<file path="src/rtl/ur_cmd_bank.sv">
// rtl/ur_cmd_bank.sv - stability-qualified user-register commit bank with change report and CMD pulses
module ur_cmd_bank #(
    parameter int N_FIELDS      = 8,
    parameter int FIELD_W       = 16,
    parameter int STABLE_CYCLES = 4,
    parameter int CMD_FIELD     = 0
) (
    input  logic                          clk,
    input  logic                          rst_n,
    input  logic                          update_disable,
    input  logic [N_FIELDS*FIELD_W-1:0]   user_register_i,
    output logic [N_FIELDS*FIELD_W-1:0]   fields_o,
    output logic                          commit_o,
    output logic [N_FIELDS-1:0]           changed_o,
    output logic [FIELD_W-1:0]            cmd_pulse_o,
    output logic                          pending_o,
    output logic [7:0]                    commit_cnt_o
);

    localparam int TOT_W = N_FIELDS * FIELD_W;
    localparam int CNT_W = $clog2(STABLE_CYCLES + 1);
    localparam logic [CNT_W-1:0] CNT_LAST = CNT_W'(STABLE_CYCLES - 1);

    localparam logic [1:0] ST_IDLE   = 2'd0;
    localparam logic [1:0] ST_SETTLE = 2'd1;
    localparam logic [1:0] ST_HOLD   = 2'd2;
    localparam logic [1:0] ST_COMMIT = 2'd3;

    logic [1:0]       state;
    logic [1:0]       state_d;
    logic [TOT_W-1:0] in_q;
    logic [TOT_W-1:0] snap;
    logic [CNT_W-1:0] cnt;
    logic             load_snap;
    logic             cnt_inc;
    logic             do_commit;
    logic [N_FIELDS-1:0] changed_next;
    logic [FIELD_W-1:0]  cmd_next;

    assign commit_o  = (state == ST_COMMIT);
    assign pending_o = (state == ST_HOLD);

    // Next-state decision; only the registered copy of the input is ever compared.
    always_comb begin
        state_d   = state;
        load_snap = 1'b0;
        cnt_inc   = 1'b0;
        do_commit = 1'b0;
        case (state)
            ST_IDLE: begin
                if (in_q != fields_o) begin
                    state_d   = ST_SETTLE;
                    load_snap = 1'b1;
                end
            end
            ST_SETTLE: begin
                if (in_q == fields_o) begin
                    state_d = ST_IDLE;
                end else if (in_q != snap) begin
                    load_snap = 1'b1;
                end else if (cnt < CNT_LAST) begin
                    cnt_inc = 1'b1;
                end else if (update_disable) begin
                    state_d = ST_HOLD;
                end else begin
                    state_d   = ST_COMMIT;
                    do_commit = 1'b1;
                end
            end
            ST_HOLD: begin
                if (in_q != snap) begin
                    state_d   = ST_SETTLE;
                    load_snap = 1'b1;
                end else if (!update_disable) begin
                    state_d   = ST_COMMIT;
                    do_commit = 1'b1;
                end
            end
            default: begin
                state_d = ST_IDLE;
            end
        endcase
    end

    // Per-field difference and rising CMD bits between the snapshot and the last committed value.
    always_comb begin
        changed_next = '0;
        for (int i = 0; i < N_FIELDS; i++) begin
            changed_next[i] = |(snap[i*FIELD_W +: FIELD_W] ^ fields_o[i*FIELD_W +: FIELD_W]);
        end
        cmd_next = snap[CMD_FIELD*FIELD_W +: FIELD_W] & ~fields_o[CMD_FIELD*FIELD_W +: FIELD_W];
    end

    // Input register, state, snapshot and stability counter.
    always_ff @(posedge clk or negedge rst_n) begin
        if (!rst_n) begin
            state <= ST_IDLE;
            in_q  <= '0;
            snap  <= '0;
            cnt   <= '0;
        end else begin
            in_q  <= user_register_i;
            state <= state_d;
            if (load_snap) begin
                snap <= in_q;
                cnt  <= '0;
            end else if (cnt_inc) begin
                cnt <= cnt + CNT_W'(1);
            end
        end
    end

    // Committed outputs; change report and CMD pulse live only for the COMMIT cycle.
    always_ff @(posedge clk or negedge rst_n) begin
        if (!rst_n) begin
            fields_o     <= '0;
            changed_o    <= '0;
            cmd_pulse_o  <= '0;
            commit_cnt_o <= '0;
        end else begin
            changed_o   <= '0;
            cmd_pulse_o <= '0;
            if (do_commit) begin
                fields_o     <= snap;
                changed_o    <= changed_next;
                cmd_pulse_o  <= cmd_next;
                commit_cnt_o <= commit_cnt_o + 8'd1;
            end
        end
    end

endmodule

</file>
<file path="config.mk">
export PLATFORM = sky130hd
export DESIGN_NAME = ur_cmd_bank
export DESIGN_NICKNAME = d
export VERILOG_FILES = /design/src/rtl/ur_cmd_bank.sv
export SDC_FILE = /design/constraint.sdc
export NUM_CORES = 1
export LEC_CHECK = 0
export CAP_MARGIN = 20
export CORE_MARGIN = 4
export CORE_UTILIZATION = 54
export CTS_CLUSTER_SIZE = 14
export DETAILED_ROUTE_END_ITERATION = 8
export PLACE_DENSITY = 0.8
export SLEW_MARGIN = 20
export SYNTH_ARGS = -nofsm -noshare
export SYNTH_HDL_FRONTEND = slang
export SYNTH_SLANG_ARGS = --single-unit
</file>
<file path="constraint.sdc">
create_clock -name clk -period 3.4 [get_ports clk]
set_input_delay 0.68 -clock clk [delete_from_list [all_inputs] [get_ports clk]]
set_output_delay 0.68 -clock clk [all_outputs]
set_load 0.02 [all_outputs]
</file>
== Yosys cells after proc, flatten, opt, wreduce, memory -nomap -nowiden ==
Index checks and enable logic that the tools add are counted.
W data, S select, Z words.

* $add $sub $neg: 2
* $lt $le $gt $ge: 1
* Eq/ne operators: 10
* Muxes and demuxes: 26
* Bitwise gates (word level): 10
* Reductions and logical operators: 11

{| class="wikitable"
|+ Operators by type and width
! cell !! count
|-
| $ne A128 B128 Y1 || 2
|-
| $eq A128 B128 Y1 || 1
|-
| $reduce_or A16 Y1 || 8
|-
| $xor A16 B16 Y16 || 8
|-
| $and A16 B16 Y16 || 1
|-
| $mux W16 || 1
|-
| $not A16 Y16 || 1
|-
| $mux W1 || 13
|-
| $mux W2 || 6
|-
| $add A8 B1 Y8 const B || 1
|-
| $mux W8 || 1
|-
| $mux W3 || 2
|-
| $ne A3 B3 Y1 const B || 2
|-
| $pmux W2 S3 || 1
|-
| $eq A2 B2 Y1 const B || 2
|-
| $reduce_and A4 Y1 || 1
|-
| $add A3 B1 Y3 const B || 1
|-
| $lt A3 B2 Y1 const B || 1
|-
| $ne A3 B2 Y1 const B || 1
|-
| $pmux W1 S3 || 1
|-
| $eq A2 B1 Y1 const B || 1
|-
| $logic_not A2 Y1 || 1
|-
| $ne A2 B2 Y1 const B || 1
|-
| $pmux W1 S2 || 1
|-
| $reduce_bool A2 Y1 || 1
|}

* Register bits after elaboration: 421
* Input port bits: 131

== Depth between registers and ports, before layout ==
Gate-level depths: netlist (run 1).

* Depth in word-level cells: 7
* Depth in mapped cells: 11
* Gate-level depth less buffers: 7

== Worst setup path before layout (run 1) ==
Ideal clock, no wire load.

* Path kind: register to register
* Start point: register fields_o[126]
* End point: register snap[100]
* Arrival time: 2.420 ns
* Path slack: 0.852 ns
* Cell stages (with the launch flop): 11
* Path buffers: 3
* Clock period less this slack: 2.548 ns
* Path through: dfrtp_1 -> xnor2_1 -> nand4_1 -> nor4_1 -> nand4_1 -> o21ai_2 -> o211a_1 -> buf_2 -> buf_6 -> buf_6 -> mux2_1

* Longest elaborated chain between the ends: 3
* Elaborated cells on any way between the ends: 5
* Those cells by class: eq/ne (2); mux (3)

{| class="wikitable"
|+ Ends and longest elaborated chain
! item !! line !! RTL
|-
| from (decl) || 12 || <nowiki>output logic [N_FIELDS*FIELD_W-1:0] fields_o,</nowiki>
|-
| from (signal assigned) || 124 || <nowiki>fields_o <= snap;</nowiki>
|-
| $eq A128 B128 Y1 or $ne A128 B128 Y1 (tied branches) || 57, 51 ||
|-
| $mux W1 (on tied branches) || 57, 51 ||
|-
| $pmux W1 S3 (*) || 49 || <nowiki>case (state)</nowiki>
|-
| to (signal assigned) || 105 || <nowiki>snap <= in_q;</nowiki>
|-
| to (decl) || 32 || <nowiki>logic [TOT_W-1:0] snap;</nowiki>
|}

Mark *: on every way between the ends. The rest lies on a longest branch, timed or not.
A chain may end at the register's enable or synchronous reset.

== Final worst setup path (run 1) ==
* Start point: register fields_o[31]
* End point: register fields_o[15]

* Longest elaborated chain between the ends: 3

{| class="wikitable"
|+ Ends and longest elaborated chain
! item !! line !! RTL
|-
| $eq A128 B128 Y1 || 57 || <nowiki>if (in_q == fields_o) begin</nowiki>
|-
| $mux W1 || 57 ||
|-
| $pmux W1 S2 || 49 ||
|}

Every way passes these cells.

==> results of run 1 <==
worst max-delay path: cells and delay by family (launching register included):
family	cells	cell delay, ns
buffers and inverters	1	0.37
DFF	1	0.42
muxes	1	0.40
xor gates and xnor gates	1	0.53
AOI/OAI and AO/OA	2	0.35
and+or+nand+nor	3	0.97
report_power, final:
group	internal, uW	switching (uW)
clock	3150	1980
sequential	5170	214
combinational	413	382
layer usage:
metal,wire (um),part of all wire (%),vias to the layer above,global-route usage [%]
li1,-,-,5328,-
met3,4090,7.7,83,6.26
met4,1590,3.0,0,8.05
met1,22200,42,6059,38.6
met2,25100,47,415,44.9
met5,0,0,-,0
per-stage QoR:
step	instance area, um^2	hold slack [ns]	utilization, %	total power [uW]	std cells
final	24100	0.104	71.1	11300	2173
after global routing	24100	0.148	71.1	11700	2173
after CTS	24100	0.129	71.1	11400	2173
after detailed placement	22500	0.486	66.5	6260	2093
after global placement	22500	0.477	66.5	6240	2093
after floorplan	18700	0.384	-	5740	1339
worst paths after layout:
check | from | to | cells after the start
max | fields_o[31] | fields_o[15] | 8
min | rst_n | snap[7] | 1
max reg2reg | fields_o[31] | fields_o[15] | 8
min reg2reg | commit_cnt_o[7] | commit_cnt_o[7] | 1
max in group asynchronous | rst_n | in_q[124] | 3
min in group clk | commit_cnt_o[7] | commit_cnt_o[7] | 1
registers in the layout (all words and copies together), names as in the netlist:
name and count:
fields_o 128, in_q 128, snap 128, cmd_pulse_o 16, changed_o 8, commit_cnt_o 8
cnt 3, state 2
cell families (layout without fill, tap and decap cells):
logic type	count (synthesis)	in the layout	share of synthesized area [%]
and+or+nand+nor	167	167	5.34
muxes	259	259	16.2
DFF	421	421	56.3
buffers and inverters	72	458	2.21
xor gates and xnor gates	375	375	17.5
adders and majority gates	22	22	1.47
AOI/OAI and AO/OA	23	23	0.909
cell type report:
type	count	area (um^2)	share of cell area [%]
repair buffers	339	3490	14.5
clock buffers	70	1410	5.86
well taps	448	561	2.33
multi-input cells	846	7790	32.4
flip-flops and latches	421	10500	43.7
clock inverters	10	154	0.639
inverters	39	146	0.608
layout by cell type, fill, tap and decap left out, types with 3 or more instances in the layout:
cell             instances
clkinv_2                 5
buf_12                  15
clkbuf_16               48
clkdlybuf4s50_1        291
xnor2_1                374
inv_1                   39
clkbuf_8                15
ha_1                    22
clkbuf_1                 8
o2111ai_1                3
bufinv_16                4
mux2_1                  87
nor4_1                  26
o211ai_1                 5
dfrtp_1                421
mux2_2                 139
a21oi_1                  3
nand4_1                 99
buf_4                   31
nor2_1                  25
mux2_4                  33
==> out/qor.yml, run 1 <==
outcome:
  status: "finished, final reports clean"
synth:
  synth_area_leaders: "dfrtp_1, xnor2_1, mux2_2, mux2_1, nand4_1"
  netlist_instances: 1339
  synth_top_cell_by_area: "dfrtp_1"
  synth_top_flop_cell: "dfrtp_1"
  avgSynthCellArea_um2: 14.0
  ys_top_cells_by_count: "dfrtp_1, xnor2_1, mux2_2, nand4_1, mux2_1"
  synth_edf_count: 0
  synth_top_cell_area_share_pct: 56.3
  ys_ff_latch: 421
  syn-num-nets: 1492
  yosysUniqueCellTypes: 36
  synth-seq-area-share_pct: 56.3
  syn_area_mm2: 0.0187
  async_reset_ff_share_pct: 100
  yosys_warnings: 0
  yosysMostFrequentCell: "dfrtp_1"
global_route:
  grt_usage_pct: 27.9
  grt_pass1_vias: 12500
  grt_max_degree: 80
  antenna_found_initial: 0
  overflow: 0
  grt_pass1_wl_um: 79400
clocking:
  clk_pin_slew_worst_paths_ns: 0.06
  hold_buffers: 0
  root_buffer: "clkbuf_16"
  postCtsSetupBuffers: 0
  clock_latency_ns: 0.57
  tritoncts: "built"
  ctsResizeCount: 0
  cts_sinks: 421
  numCtsBuffers: 45
  htree_levels: 2
  cts.path.max_buffers: 3
layout:
  n_antenna_cell: 0
  nFillCells: 2341
  drive_above_1_share_pct: 17.3
  layout.nets: 1845
  synthToLayoutAreaGrowth_pct: 28.7
sta:
  finalSetupTns_ns: 0
  rsz0062_at_grt: "no"
  period_minus_slack_ns: 3.31
  worst_pin_slew_ns: 0.718
  setup_ws_ns: 0.0948
  max_freq_ghz: 0.303
  skew_ns: 0.0196
  hold_viol_final: 0
  fin_crit_sh_pct: 97.2
  slew_violations: 0
  setup_viol: 0
  slew_headroom_pct: 52.1
drt:
  wirelength_um: 53000
  via_count: 11900
  via_per_inst: 5.47
  wl_per_cell_um: 24.4
  ant_nets: 0
  drtIter0Drc: 782
  drc: 0
  drt_pre_antenna_iters: 5
die:
  die_w_um: 194
  initial_core_util_pct: 55.3
  die_h_um: 194
  core-area_mm2: 0.0339
  die-area_mm2: 0.0377
  num_io_pins: 293
  num_rows: 67
worst_setup_path:
  path_cells: "xnor2_1, nand4_1, nor4_1, and4_1, a21oi_1, o21ai_4, clkbuf_16, mux2_2"
  worstSetupPathType: "reg -> reg"
  cp.arrival_ns: 3.75
  cp_slowest_cell: "xnor2_1"
  ff2ff_setup_slack_ns: 0.09
  worstSetupStartpointType: "flop"
  crit_path_max_incr_delay_ns: 0.53
  crit_path_end_kind: "flop"
  required_ns: 3.84
  cp_max_fo: 70
flow_run:
  max_cap_violations: 0
place:
  pre_cts_ws_ns: 0.176
  place_hpwl_um: 40500
  globalplace.congestion: 0.932
  portBuffers: 292
pwr:
  pwr_density_cell_mw_per_mm2: 469
  vdd_drop_max_mv: 0.420
  leakagePower_uw: 0.00990
min_path:
  hp-class: "in -> async"
(Power assumes the default switching activity.)
==> inputs of run 2 (changes only) <==
--- a/config.mk
+++ b/config.mk
@@ -5,6 +5,7 @@
 export SDC_FILE = /design/constraint.sdc
 export NUM_CORES = 1
 export LEC_CHECK = 0
+export ABC_AREA = 0
 export CAP_MARGIN = 20
 export CORE_MARGIN = 4
 export CORE_UTILIZATION = 54
==> constraint.sdc (replaced) <==
create_clock -name clk -period 3.21 [get_ports clk]
set_input_delay 0.321 -clock clk [delete_from_list [all_inputs] [get_ports clk]]
set_output_delay 0.321 -clock clk [all_outputs]
set_load 0.02 [all_outputs]
==> run 2 against run 1 <==
Net effect: maximum frequency up 5.0%; setup slack got worse by 0.033 ns; final area rose by 1.7%; clock skew shrank 0.0031 ns; non-clock buffer count is 57 higher; die area stayed put; register-to-register slack got worse by 0.03 ns; sequential cell count stayed put; power is 3.7% higher; largest power group unchanged; wire length rose by 2.8%; final cell count grew 2.5%; count of clock-buffer cells in the layout decreased by 3; critical endpoint is now state[1].
==> out/qor.yml, run 2 (synthesized netlist as in run 1, its figures left out) <==
outcome:
  status: "finished, final reports clean"  # unchanged
clocking:
  htree_levels: 2  # unchanged
  postCtsSetupBuffers: 0  # unchanged
  cts_sinks: 421  # unchanged
  root_buffer: "clkbuf_16"  # unchanged
  clock_latency_ns: 0.56  # was 0.57 ns
  clk_pin_slew_worst_paths_ns: 0.06  # about the same
  tritoncts: "built"  # unchanged
  cts.path.max_buffers: 3  # unchanged
  numCtsBuffers: 45  # unchanged
worst_setup_path:
  reg2reg_depth: 8  # unchanged
  crit_path_end_kind: "flop"  # unchanged
  cp.arrival_ns: 3.59  # was 3.75 ns
  worstSetupStartpointType: "flop"  # unchanged
  r2r_start: "snap[82]"  # was fields_o[31]
  reg2reg_to: "state[1]"  # was fields_o[15]
  required_ns: 3.65  # was 3.84 ns
  worstSetupPathType: "reg -> reg"  # unchanged
  ff2ff_setup_slack_ns: 0.06  # was 0.09 ns
  cp_max_fo: 4  # was 70
layout:
  drive_above_1_share_pct: 20.1  # was 17.3%
  nFillCells: 2311  # was 2341
  layout.nets: 1902  # was 1845
  final_cell_mix: "dfrtp_1, xnor2_1, clkdlybuf4s50_1"  # unchanged
  synthToLayoutAreaGrowth_pct: 30.8  # was 28.7%
  reg_top3: "fields_o (128), in_q (128), snap (128)"  # unchanged
  layout_commonest_cell: "dfrtp_1"  # unchanged
drt:
  drt_pre_antenna_iters: 5  # unchanged
  via_count: 12300  # was 11900
  drc: 0  # unchanged
  ant_nets: 0  # unchanged
  wl_per_cell_um: 24.5  # was 24.4 um
  drtIter0Drc: 783  # was 782
  wirelength_um: 54500  # was 53000 um
  via_per_inst: 5.51  # was 5.47
place:
  pre_cts_ws_ns: 0.0260  # was 0.176 ns
  globalplace.congestion: 0.915  # was 0.932
  place_hpwl_um: 42300  # was 40500 um
  portBuffers: 292  # unchanged
die:
  initial_core_util_pct: 55.3  # unchanged
  num_rows: 67  # unchanged
  die-area_mm2: 0.0377  # unchanged
  num_io_pins: 293  # unchanged
  die_w_um: 194  # unchanged
  die_h_um: 194  # unchanged
  core-area_mm2: 0.0339  # unchanged
sta:
  fin_hold_ws_ns: 0.198  # was 0.104 ns
  worst_pin_slew_ns: 0.850  # was 0.718 ns
  skew_ns: 0.0165  # was 0.0196 ns
  period_minus_slack_ns: 3.15  # was 3.31 ns
  fin_crit_sh_pct: 98.1  # was 97.2%
  max_freq_ghz: 0.318  # was 0.303 GHz
  finalSetupTns_ns: 0  # unchanged
  setup_ws_ns: 0.0618  # was 0.0948 ns
  setup_viol: 0  # unchanged
  hold_viol_final: 0  # unchanged
  slew_headroom_pct: 43.3  # was 52.1%
  slew_violations: 0  # unchanged
  rsz0062_at_grt: "no"  # unchanged
pwr:
  total_power_uw: 11700  # was 11300 uW
  vdd_drop_max_mv: 0.412  # was 0.420 mV
  pwr_density_cell_mw_per_mm2: 479  # was 469 mW/mm^2
  leakagePower_uw: 0.0102  # was 0.00990 uW
global_route:
  grt_max_degree: 96  # was 80
  antenna_found_initial: 1  # was 0
  overflow: 0  # unchanged
  grt_usage_pct: 29.0  # was 27.9%
  grt_pass1_wl_um: 82000  # was 79400 um
  grt_pass1_vias: 13000  # was 12500
min_path:
  whs_path_depth: 1
  hp-class: "in -> reg"  # was in -> async
  hold_end: "in_q[96]"
  min-delay-start: "user_register_i[96]"
flow_run:
  max_cap_violations: 0  # unchanged
## run 2: layer usage
layer,vias to the layer above,part of all wire (%),global-route usage [%],routed length (um)
li1,5458,-,-,-
met4,0,4.0,10.6,2170
met3,110,8.2,8.13,4470
met5,-,0,0,0
met1,6237,42,39.2,22700
met2,463,46,45.2,25100
## run 2: critical path, stage by stage (launching register included)
cell and delay, ns:
dfrtp_1 0.44, xnor2_1 0.39, nand4_1 0.15, nor4_1 0.53, nand4_2 0.25, buf_4 0.22, or3_1 0.37, o221ai_1 0.29
mux2_2 0.38
## run 2: worst max path at each step
stage | from | end | depth (start not counted)
2_1_floorplan | fields_o[126] | snap[100] | 10
3_3_place_gp | fields_o[43] | snap[32] | 10
5_1_grt | in_q[73] | state[1] | 8
6_report | snap[82] | state[1] | 8
3_5_place_dp | fields_o[43] | snap[82] | 10
4_1_cts | fields_o[31] | snap[32] | 9
## run 2: stage by stage
step	utilization, %	cells	area, um^2
after floorplan	-	1339	18700
after global placement	67.8	2149	23000
after detailed placement	67.8	2149	23000
after CTS	72.2	2226	24400
after global routing	72.3	2226	24500
final	72.3	2227	24500
## run 2: area by class of cell
cell class / count / area, um^2 / share of cell area (%)
clock buffers: 67 / 1370 / 5.59
clock inverters: 9 / 97.6 / 0.399
repair buffers: 396 / 3950 / 16.1
multi-input cells: 846 / 7830 / 32.0
inverters: 39 / 146 / 0.598
flip-flops and latches: 421 / 10500 / 43.0
well taps: 448 / 561 / 2.29
diodes: 1 / 2.50 / 0.0102
## run 2: power breakdown
| group | total [uW] | switching [uW] | leakage, uW | internal, uW |
|---|---|---|---|---|
| sequential | 5700 | 228 | 0.00528 | 5470 |
| clock | 5130 | 2050 | 0.000729 | 3080 |
| combinational | 890 | 422 | 0.00414 | 469 |
## run 2: repair_timing
| item | 4_1_cts | 5_1_grt |
|---|---|---|
| endpoints found under the setup margin | 1 | 101 |
| hold buffers | 1 | 0 |
| endpoints found under the hold margin | 83 | 0 |
| pin swaps | 0 | 0 |
| cloned | 0 | 0 |
| gates resized for setup | 1 | 5 |
==> inputs of run 3 (changes only) <==
--- a/config.mk
+++ b/config.mk
@@ -11,6 +11,7 @@
 export CORE_UTILIZATION = 54
 export CTS_CLUSTER_SIZE = 14
 export DETAILED_ROUTE_END_ITERATION = 8
+export HOLD_SLACK_MARGIN = 0.1
 export PLACE_DENSITY = 0.8
 export SLEW_MARGIN = 20
 export SYNTH_ARGS = -nofsm -noshare
==> results of run 3 <==
No change in the layout: final DEF, timing and power equal those of run 2.
